`config.mk`:
```
export PLATFORM = sky130hd
export DESIGN_NAME = spike_logger
export DESIGN_NICKNAME = d
export VERILOG_FILES = /design/src/rtl/spike_logger.sv
export SDC_FILE = /design/constraint.sdc
export NUM_CORES = 1
export LEC_CHECK = 0
export ABC_AREA = 1
export BUFFER_PORTS_ARGS = -buffer_cell sky130_fd_sc_hd__buf_2
export CORE_MARGIN = 2
export CORE_UTILIZATION = 59
export CTS_BUF_LIST = sky130_fd_sc_hd__clkbuf_8
export DETAILED_ROUTE_END_ITERATION = 12
export PLACE_DENSITY = 0.87
export SYNTH_ARGS = -nofsm -noshare
export SYNTH_HDL_FRONTEND = slang
export SYNTH_SLANG_ARGS = --single-unit
```
`constraint.sdc`:
```
create_clock -name clk -period 5.5 [get_ports clk]
set_clock_uncertainty 0.2 [all_clocks]
set_input_delay 0.825 -clock clk [delete_from_list [all_inputs] [get_ports clk]]
set_output_delay 0.825 -clock clk [all_outputs]
set_load 0.02 [all_outputs]
```
`src/rtl/spike_logger.sv`:
```
// spike_logger: timestamps rising edges of an upstream spike and queues
// {timestamp, membrane state} in a small first-word-fall-through FIFO.
//
// Output handshake: out_valid is high whenever the FIFO holds an entry and
// out_ts/out_state then show the head entry, held stable until accepted.
// The head is consumed in any cycle where out_valid && out_ready.
// out_valid never depends on out_ready.
module spike_logger #(
  parameter int DEPTH = 4,
  parameter int TS_W  = 8
) (
  input  logic                       clk,
  input  logic                       rst,
  input  logic                       spike,
  input  logic [7:0]                 state,
  input  logic                       tick,
  output logic                       out_valid,
  input  logic                       out_ready,
  output logic [TS_W-1:0]            out_ts,
  output logic [7:0]                 out_state,
  output logic [$clog2(DEPTH):0]     count,
  output logic                       overflow,
  input  logic                       clr_ovf
);

  localparam int AW = $clog2(DEPTH);
  localparam int CW = AW + 1;
  localparam logic [CW-1:0] FULL_CNT = CW'(DEPTH);

  logic [TS_W-1:0] ts;
  logic            spike_q;
  logic [AW-1:0]   wr_ptr;
  logic [AW-1:0]   rd_ptr;
  logic [CW-1:0]   cnt;
  logic            ovf_q;
  logic [TS_W-1:0] mem_ts [DEPTH];
  logic [7:0]      mem_st [DEPTH];

  logic evt;
  logic full;
  logic pop;
  logic push;
  logic drop;

  // Event detection and FIFO accept/drop decisions. A full FIFO still
  // accepts a new event when the head leaves in the same cycle.
  always_comb begin
    evt  = spike & ~spike_q;
    full = (cnt == FULL_CNT);
    pop  = (cnt != '0) & out_ready;
    push = evt & (~full | pop);
    drop = evt & full & ~pop;
  end

  // Timestamp counter: free-running on tick, wraps naturally at 2^TS_W.
  always_ff @(posedge clk) begin
    if (rst) ts <= '0;
    else if (tick) ts <= ts + TS_W'(1);
  end

  // Spike history for rising-edge detection; cleared by reset so a spike
  // already high when reset releases is logged as a fresh event.
  always_ff @(posedge clk) begin
    if (rst) spike_q <= 1'b0;
    else spike_q <= spike;
  end

  // Storage, pointers and occupancy. Entries capture ts before this
  // cycle's increment. Pointers wrap modulo DEPTH (power of two).
  always_ff @(posedge clk) begin
    if (rst) begin
      wr_ptr <= '0;
      rd_ptr <= '0;
      cnt    <= '0;
      for (int i = 0; i < DEPTH; i++) begin
        mem_ts[i] <= '0;
        mem_st[i] <= '0;
      end
    end else begin
      if (push) begin
        mem_ts[wr_ptr] <= ts;
        mem_st[wr_ptr] <= state;
        wr_ptr         <= wr_ptr + AW'(1);
      end
      if (pop) rd_ptr <= rd_ptr + AW'(1);
      case ({push, pop})
        2'b10:   cnt <= cnt + CW'(1);
        2'b01:   cnt <= cnt - CW'(1);
        default: cnt <= cnt;
      endcase
    end
  end

  // Sticky overflow: a drop beats a simultaneous clear.
  always_ff @(posedge clk) begin
    if (rst) ovf_q <= 1'b0;
    else if (drop) ovf_q <= 1'b1;
    else if (clr_ovf) ovf_q <= 1'b0;
  end

  assign out_valid = (cnt != '0);
  assign out_ts    = mem_ts[rd_ptr];
  assign out_state = mem_st[rd_ptr];
  assign count     = cnt;
  assign overflow  = ovf_q;

endmodule

```
==> results.json, run 1 <==
{
  "number_of_global_route_vias_before_repair": 2691,
  "final-setup-viol-count": 0,
  "tightest_slew_ns": 1.101,
  "root_buffer": "clkbuf_8",
  "die_width_um": 83.59,
  "detail-route-antenna-nets": 0,
  "setup_crit_start_kind": "flip-flop",
  "fraction_of_final_layout_cells_sized_beyond_drive_strength_1_pct": 19.16,
  "place_area_um2": 3954,
  "ranking_of_synthesized_cells_by_area": "edfxtp_1 (51%), dfxtp_1 (10%), nor2_1 (8.5%), o21ai_0 (5.9%), inv_1 (3.8%)",
  "timing.reg2reg.worst_path_depth": 5,
  "outcome": "finished clean",
  "htree_num_levels": 3,
  "synth_commonest_cells": "nor2_1 (85), edfxtp_1 (64), o21ai_0 (44)",
  "hold_violations": 0,
  "nets_in_the_synthesized_netlist": 385,
  "worst_r2r_endpoint": "mem_ts[2][5]$_SDFFCE_PN0P_",
  "grt_first_pass_wirelength_mm": 12.70,
  "area.growth.synth_to_final_pct": 10.34,
  "floorplan.io_pins": 35,
  "worst_r2r_startpoint": "wr_ptr[1]$_SDFFE_PP0P_",
  "portBuffers": 34,
  "final_wtd_congestion": 0.7912,
  "multi_input_comb_area_um2": 1164,
  "post_cts.resized_instances": 0,
  "nets": 419,
  "worst_hold_startpoint": "overflow$_SDFFE_PP0P_",
  "initial_cell_density_of_the_core_pct": 62.02,
  "finish.instance_area_um2": 4124,
  "cellPowerDensity_nw_per_um2": 380.7,
  "flops_latches_synth": 83,
  "fillerInstances": 444,
  "maxCapViolCount": 0,
  "cts_clock_pin_slew_for_the_worst_setup_and_hold_paths_ns": 0.08,
  "yosys.cell_count.top_type": "nor2_1",
  "synth.top_cell.area_share_pct": 51.42,
  "synth-seq-area-share_pct": 61.60,
  "worst_setup_path_end_kind": "primary output",
  "design.die.area_um2": 6987,
  "worst_setup_slack_for_register_to_register_paths_ns": 2.40,
  "route.detailed.drc": 0,
  "dr.pass1.iters": 5,
  "overflow": 0,
  "async_reset_ff_share_pct": 0,
  "cts.repair_timing.setup_buffer_count": 0,
  "diodes": 0,
  "timing.critical_path.fanout_max": 33,
  "drt-total-wl_mm": 7.668,
  "postCtsHoldBufs": 0,
  "tritoncts_clock_tree": "built",
  "setup_slack_ns": 1.615,
  "utilization_pct": 68.44,
  "min_period_over_period_pct": 70.64,
  "netlist_area_um2": 3737,
  "yosys_most_used_dff": "edfxtp_1",
  "cellLeakagePower_uw": 0.001610,
  "cts-buffers-inserted": 9,
  "fmax_mhz": 257.4,
  "grt_setup_unrepaired": "false",
  "peakVddDrop_v": 0.0002803,
  "synth_largest_area_cell": "edfxtp_1",
  "grtUsageTotal_pct": 23.05,
  "regArea_um2": 2302,
  "final_period_minus_worst_setup_slack_ns": 3.885,
  "coreArea_um2": 6026,
  "classification_of_the_worst_slack_hold_path": "flip-flop to flip-flop",
  "clock_path_buffers": 2,
  "min_delay_path_depth": 2,
  "dp_hpwl_mm": 4.916,
  "syn-instance-count": 368,
  "final.setup.tns_ns": 0,
  "ys_warn_count": 0,
  "clock_sinks": 83,
  "library_cells_used_by_synthesis": 27,
  "grt_max_degree": 34,
  "routed_wire_length_per_instance_um": 15.91,
  "synth_area_per_cell_um2": 10.16,
  "report.final.slew_viol_count": 0,
  "vias_post_dr": 2741,
  "die_height_um": 83.59,
  "count_of_flip_flops_with_a_built_in_enable_after_synthesis": 64,
  "antenna_found_initial": 0,
  "drtIter0Drc": 298,
  "critPathRequiredTime_ns": 4.47,
  "holdPathEnd": "overflow$_SDFFE_PP0P_",
  "worst_ep_arrival_time_ns": 2.86,
  "worst_case_setup_slack_after_placement_ns": 2.063,
  "drt-vias-per-instance": 5.687,
  "max_slew_margin_pct": 26.51,
  "timing_worst_setup_path_type": "flip-flop to primary output",
  "post_layout_total_power_uw": 1570,
  "row_count": 28,
  "worstSkewPairLatency_ns": 0.36
}
cell families (layout without fill, tap and decap cells):
kind of cell               count (synthesis)  in the layout  share of synthesized area (%)
buffers and inverters                     66            105                          7.265
adders and majority gates                  3              3                          1.205
and+or+nand+nor                          142            142                          19.35
DFF                                       83             83                          61.60
xor gates and xnor gates                   1              1                         0.2344
AOI/OAI and AO/OA                         73             73                          10.35
flip-flops by register name (all words and copies together), names as in the netlist, named ones only:
register	cells
rd_ptr	2
count	3
overflow	1
mem_st	32
ts	8
mem_ts	32
spike_q	1
wr_ptr	2
area by class of cell:
type,count,area share [%]
flip-flops and latches,83,55.83
multi-input cells,219,28.22
repair buffers,38,4.854
inverters,51,4.703
clock buffers,9,3.004
well taps,75,2.275
clock inverters,7,1.123
stage by stage:
stage / instances / hold WS (ns)
floorplan: 368 / 0.2434
global placement: 466 / 0.2510
detailed placement: 466 / 0.2597
CTS: 482 / 0.2724
global route: 482 / 0.2947
finish: 482 / 0.2716
metal layers:
layer	part of all wire [%]	wire length (um)	track usage (%)
met5	0	0	0
met4	2.3	177	11.58
met3	6.3	482	4.055
met2	50	3867	39.05
met1	41	3141	28.43
critical path, cell delays in order (launching register included):
cell	delay, ns
dfxtp_1	1.05
inv_1	0.73
o21ai_0	0.39
o22ai_1	0.13
buf_2	0.18
worst max path at each step:
stage / depth (start not counted) / end / startpoint / slack (ns)
floorplan: 4 / mem_st[0][0]$_SDFFCE_PN0P_ / spike / 2.54
global placement: 4 / out_state[6] / flip-flop / 2.25
detailed placement: 4 / out_state[5] / flip-flop / 2.06
CTS: 4 / out_state[2] / flip-flop / 1.65
global route: 4 / out_state[5] / flip-flop / 1.38
finish: 4 / out_state[2] / flip-flop / 1.61
layout by cell type, fill, tap and decap left out:
cell type,instances
nand4_1,3
buf_4,4
o22ai_1,16
clkinv_1,2
o21ai_0,40
nand3_1,4
nand4_4,1
nor2_8,4
o21ai_1,4
inv_2,11
clkinv_4,1
a21oi_1,12
xor2_1,1
nand2_1,20
ha_1,2
clkinvlp_4,4
fa_1,1
inv_1,39
clkbuf_8,9
nor2_4,6
dfxtp_1,19
nor2_2,1
edfxtp_1,64
nor2_1,85
buf_2,34
nor3_1,16
inv_4,1
a31oi_1,1
nand3_4,2
power breakdown:
group	leakage, uW	switching, uW	total [uW]	internal [uW]
registers	0.000821	54.6	778	723
logic	0.000713	280	409	129
clock network	0.0000763	222	384	161
total	0.00161	557	1570	1010
No activity file was read; power rests on OpenSTA's default activity.
==> run 2, diff against run 1 <==
Clock period 5.5 ns to 3.7 ns, I/O delays scaled along.
==> results.json, run 2 (synthesis results as in run 1) <==
{
  "grt_max_degree": 33,
  "row_count": 28,
  "drtIter0Drc": 246,
  "cts-buffers-inserted": 9,
  "grt_first_pass_wirelength_mm": 13.06,
  "reg_top3": "mem_st x32, mem_ts x32, ts x8",
  "postCtsHoldBufs": 0,
  "layout.cells.most_common_list": "nor2_1 (85), edfxtp_1 (64), inv_1 (40), o21ai_0 (40), buf_2 (34)",
  "timing.critical_path.fanout_max": 32,
  "cp_slowest_cell": "inv_1",
  "classification_of_the_worst_slack_hold_path": "primary input to flip-flop",
  "finish.instance_area_um2": 4195,
  "critPathMaxStageDelay_ns": 0.64,
  "clock_path_buffers": 2,
  "diodes": 0,
  "setup_crit_start_kind": "flip-flop",
  "design.die.area_um2": 6987,
  "final_wtd_congestion": 0.8339,
  "outcome": "finished clean",
  "post_layout_total_power_uw": 2481,
  "clock_sinks": 83,
  "worst_ep_arrival_time_ns": 1.90,
  "initial_cell_density_of_the_core_pct": 62.02,
  "overflow": 0,
  "peakVddDrop_v": 0.0003985,
  "routed_wire_length_per_instance_um": 16.38,
  "cts_clock_pin_slew_for_the_worst_setup_and_hold_paths_ns": 0.08,
  "maxCapViolCount": 0,
  "fraction_of_final_layout_cells_sized_beyond_drive_strength_1_pct": 19.76,
  "timing.reg2reg.worst_path_depth": 4,
  "floorplan.io_pins": 35,
  "tritoncts_clock_tree": "built",
  "vias_post_dr": 2731,
  "final_period_minus_worst_setup_slack_ns": 2.658,
  "critPathRequiredTime_ns": 2.94,
  "critical_path.top_delay_family": "buffers and inverters",
  "grtUsageTotal_pct": 23.94,
  "coreArea_um2": 6026,
  "detail-route-antenna-nets": 0,
  "cp.depth": 4,
  "max_slew_margin_pct": 40.19,
  "dp_hpwl_mm": 5.228,
  "place_area_um2": 3976,
  "report.final.slew_viol_count": 0,
  "antenna_found_initial": 0,
  "total_buffers_and_inverters_traversed_by_the_critical_path": 2,
  "htree_num_levels": 3,
  "drt-vias-per-instance": 5.631,
  "most_common_cell_after_layout_fill_and_taps_aside": "nor2_1",
  "cts.repair_timing.setup_buffer_count": 0,
  "area.growth.synth_to_final_pct": 12.25,
  "number_of_global_route_vias_before_repair": 2718,
  "final.setup.tns_ns": 0,
  "worst_setup_path_end_kind": "primary output",
  "post_cts.resized_instances": 0,
  "tightest_slew_ns": 0.8912,
  "timing_worst_setup_path_type": "flip-flop to primary output",
  "worstSkewPairLatency_ns": 0.35,
  "hold_violations": 0,
  "grt_setup_unrepaired": "false",
  "root_buffer": "clkbuf_8",
  "die_height_um": 83.59,
  "portBuffers": 34,
  "cellLeakagePower_uw": 0.001668,
  "min_delay_path_depth": 2,
  "route.detailed.drc": 0,
  "min_period_over_period_pct": 71.85,
  "dr.pass1.iters": 5,
  "fillerInstances": 461,
  "nets": 422,
  "cellPowerDensity_nw_per_um2": 591.4,
  "critical_path.cell_chain": "inv_1 > o21ai_0 > o22ai_1 > buf_2",
  "die_width_um": 83.59,
  "final-setup-viol-count": 0,
  "fmax_mhz": 376.2,
  "drt-total-wl_mm": 7.943
}
run 2: changes by cell type in the layout (fill, tap and decap cells not counted):
cell and delta:
buf_4 +3, bufinv_16 +2, clkbuf_8 +1, clkinv_1 -1, clkinv_2 +1, clkinvlp_4 -4, inv_1 +1
run 2: layout make-up:
cell class              count  area [um^2]  area share (%)
flip-flops and latches     83         2302           54.88
multi-input cells         219         1164           27.74
repair buffers             41        222.7           5.309
inverters                  51        193.9           4.623
clock buffers              10        137.6           3.281
well taps                  75        93.84           2.237
clock inverters             6        81.33           1.939
run 2: worst paths after layout:
path / slack, ns / startpoint / end
min reg2reg: 0.28 / overflow$_SDFFE_PP0P_ / overflow$_SDFFE_PP0P_
min: 0.25 / rst / overflow$_SDFFE_PP0P_
max: 1.04 / flip-flop / out_state[6]
max reg2reg: 1.07 / wr_ptr[1]$_SDFFE_PP0P_ / mem_ts[1][0]$_SDFFCE_PN0P_
run 2: report_power, final:
group | total (uW) | switching (uW) | internal (uW)
Sequential | 1120 | 45.5 | 1080
Combinational | 649 | 452 | 198
Clock | 711 | 317 | 394
run 2: per-layer routing:
| layer | wire, um | part of all wire (%) | vias to the layer above | GRT usage [%] |
|---|---|---|---|---|
| met5 | 0 | 0 | - | 0 |
| met4 | 106 | 1.3 | 0 | 9.384 |
| met3 | 537 | 6.8 | 10 | 4.847 |
| met2 | 4090 | 51 | 126 | 40.15 |
| met1 | 3210 | 40 | 1278 | 30.62 |
| li1 | - | - | 1317 | - |
run 2: worst register-to-register path, delay by kind of cell (launching register included):
family                 cells  cell delay [ns]
flip-flops                 1             0.58
buffers and inverters      2             0.50
AND/OR/NAND/NOR            1             0.30
AO/OA/AOI/OAI              1             0.75
run 2: per-stage QoR:
step                      worst slack (ns)  cells  hold WS [ns]  utilization (%)
after floorplan                      1.011    368        0.2434                -
after global placement               1.247    469        0.2535            65.99
after detailed placement             1.106    469        0.2676            65.99
after CTS                            1.039    485        0.2413            69.62
after global routing                0.8485    485        0.2377            69.62
final                                1.042    485        0.2461            69.62
==> run 3, diff against run 2 <==
Clock period 3.7 ns to 2.7 ns, I/O delays scaled along.
==> results.json, run 3 (synthesis results as in run 1) <==
{
  "worst_hold_startpoint": "clr_ovf",
  "die_width_um": 83.59,
  "cellLeakagePower_uw": 0.001660,
  "fmax_mhz": 403.8,
  "floorplan.io_pins": 35,
  "holdPathEnd": "overflow$_SDFFE_PP0P_",
  "htree_num_levels": 3,
  "clock_path_buffers": 2,
  "die_height_um": 83.59,
  "gr-max-usage-layer": "met2",
  "cts-buffers-inserted": 9,
  "fraction_of_final_layout_cells_sized_beyond_drive_strength_1_pct": 20.05,
  "cts_clock_pin_slew_for_the_worst_setup_and_hold_paths_ns": 0.07,
  "most_common_cell_after_layout_fill_and_taps_aside": "nor2_1",
  "place_area_um2": 4006,
  "vias_post_dr": 2785,
  "worst_r2r_endpoint": "count[2]$_SDFFE_PP0P_",
  "initial_cell_density_of_the_core_pct": 62.02,
  "globalRouteMet2Util_pct": 41.67,
  "worst_setup_path_end_kind": "primary output",
  "critical_path.top_delay_family": "buffers and inverters",
  "grtUsageTotal_pct": 24.44,
  "diodes": 0,
  "drt-total-wl_mm": 8.090,
  "peakVddDrop_v": 0.0004510,
  "max_slew_margin_pct": 60.37,
  "final_period_minus_worst_setup_slack_ns": 2.476,
  "detail-route-antenna-nets": 0,
  "report.final.slew_viol_count": 0,
  "critPathMaxStageDelay_ns": 0.34,
  "timing_worst_setup_path_type": "flip-flop to primary output",
  "worstSkewPairLatency_ns": 0.35,
  "grt_setup_unrepaired": "false",
  "grt_first_pass_wirelength_mm": 13.30,
  "worst_r2r_startpoint": "count[0]$_SDFFE_PP0P_",
  "tritoncts_clock_tree": "built",
  "final_wtd_congestion": 0.8009,
  "classification_of_the_worst_slack_hold_path": "primary input to flip-flop",
  "hold_violations": 0,
  "postCtsHoldBufs": 0,
  "portBuffers": 34,
  "routed_wire_length_per_instance_um": 16.54,
  "critPathRequiredTime_ns": 2.10,
  "tightest_slew_ns": 0.5904,
  "grt_use_met3_pct": 5.341,
  "drtIter0Drc": 318,
  "root_buffer": "clkbuf_8",
  "cellPowerDensity_nw_per_um2": 772.0,
  "worst_setup_slack_for_register_to_register_paths_ns": 0.49,
  "setup_crit_start_kind": "flip-flop",
  "clock_sinks": 83,
  "dp_hpwl_mm": 5.012,
  "design.die.area_um2": 6987,
  "overflow": 0,
  "row_count": 28,
  "layout.cells.most_common_list": "nor2_1 (85), edfxtp_1 (64), inv_1 (40), o21ai_0 (40), buf_2 (34)",
  "final.setup.tns_ns": 0,
  "outcome": "finished clean",
  "cts.repair_timing.setup_buffer_count": 0,
  "min_delay_path_depth": 4,
  "reg_top3": "mem_st x32, mem_ts x32, ts x8",
  "area.growth.synth_to_final_pct": 11.55,
  "number_of_global_route_vias_before_repair": 2844,
  "drt-vias-per-instance": 5.695,
  "utilization_pct": 69.19,
  "coreArea_um2": 6026,
  "worst_hold_check_slack_ns": 0.1035,
  "post_cts.resized_instances": 0,
  "route.detailed.drc": 0,
  "critical_path.cell_chain": "inv_1 > buf_4 > o21ai_0 > o22ai_1 > buf_2",
  "final-setup-viol-count": 0,
  "worst_ep_arrival_time_ns": 1.87,
  "dr.pass1.iters": 6,
  "total_buffers_and_inverters_traversed_by_the_critical_path": 3,
  "cp_slowest_cell": "inv_1",
  "nets": 426,
  "timing.reg2reg.worst_path_depth": 10,
  "antenna_found_initial": 1,
  "min_period_over_period_pct": 91.72,
  "finish.instance_area_um2": 4169,
  "use_met1_pct": 29.33,
  "timing.critical_path.fanout_max": 18,
  "maxCapViolCount": 0,
  "grt_max_degree": 33
}
-- run 3: cell count changes in the layout (fill, tap and decap cells not counted) --
cell / before / now
clkinv_4: 1 / 0
bufinv_16: 2 / 0
buf_4: 7 / 11
clkinv_1: 1 / 3
clkinv_2: 1 / 2
-- run 3: worst max-delay path by stage --
stage | from | end | slack (ns) | depth (start not counted)
6_report | flip-flop | out_state[3] | 0.22 | 5
5_1_grt | flip-flop | out_state[3] | 0.16 | 5
4_1_cts | flip-flop | out_state[3] | 0.25 | 4
3_5_place_dp | out_ready | count[2]$_SDFFE_PP0P_ | 0.41 | 11
3_3_place_gp | out_ready | count[2]$_SDFFE_PP0P_ | 0.51 | 11
2_1_floorplan | count[1]$_SDFFE_PP0P_ | mem_st[0][0]$_SDFFCE_PN0P_ | 0.10 | 4
-- run 3: layout make-up --
type | count | area, um^2
flip-flops and latches | 83 | 2302
fillers | 447 | 1857
multi-input cells | 219 | 1164
repair buffers | 45 | 252.7
inverters | 51 | 193.9
clock buffers | 10 | 137.6
well taps | 75 | 93.84
clock inverters | 6 | 25.02
-- run 3: routing by layer --
| layer | up-vias | wire (um) | share of wire, % |
|---|---|---|---|
| met3 | 28 | 567 | 7.0 |
| met5 | - | 13 | 0.16 |
| met1 | 1302 | 3176 | 39 |
| li1 | 1324 | - | - |
| met4 | 2 | 191 | 2.4 |
| met2 | 129 | 4140 | 51 |
-- run 3: worst min-delay path: cells and delay by family --
family                 cells  cell delay, ns
AND/OR/NAND/NOR            1            0.04
buffers and inverters      2            0.10
AO/OA/AOI/OAI              1            0.05
-- run 3: report_power, final --
part	switching, uW	internal (uW)
clock network	422	344
logic	637	280
registers	62.2	1470
total	1120	2100
-- run 3: metrics by stage --
| stage | total power [uW] | instances | setup slack (ns) |
|---|---|---|---|
| after detailed placement | 2469 | 473 | 0.4101 |
| after global routing | 3362 | 489 | 0.1596 |
| after global placement | 2432 | 473 | 0.5062 |
| after CTS | 3214 | 489 | 0.2527 |
| after floorplan | 2179 | 368 | 0.1041 |
| final | 3218 | 489 | 0.2235 |
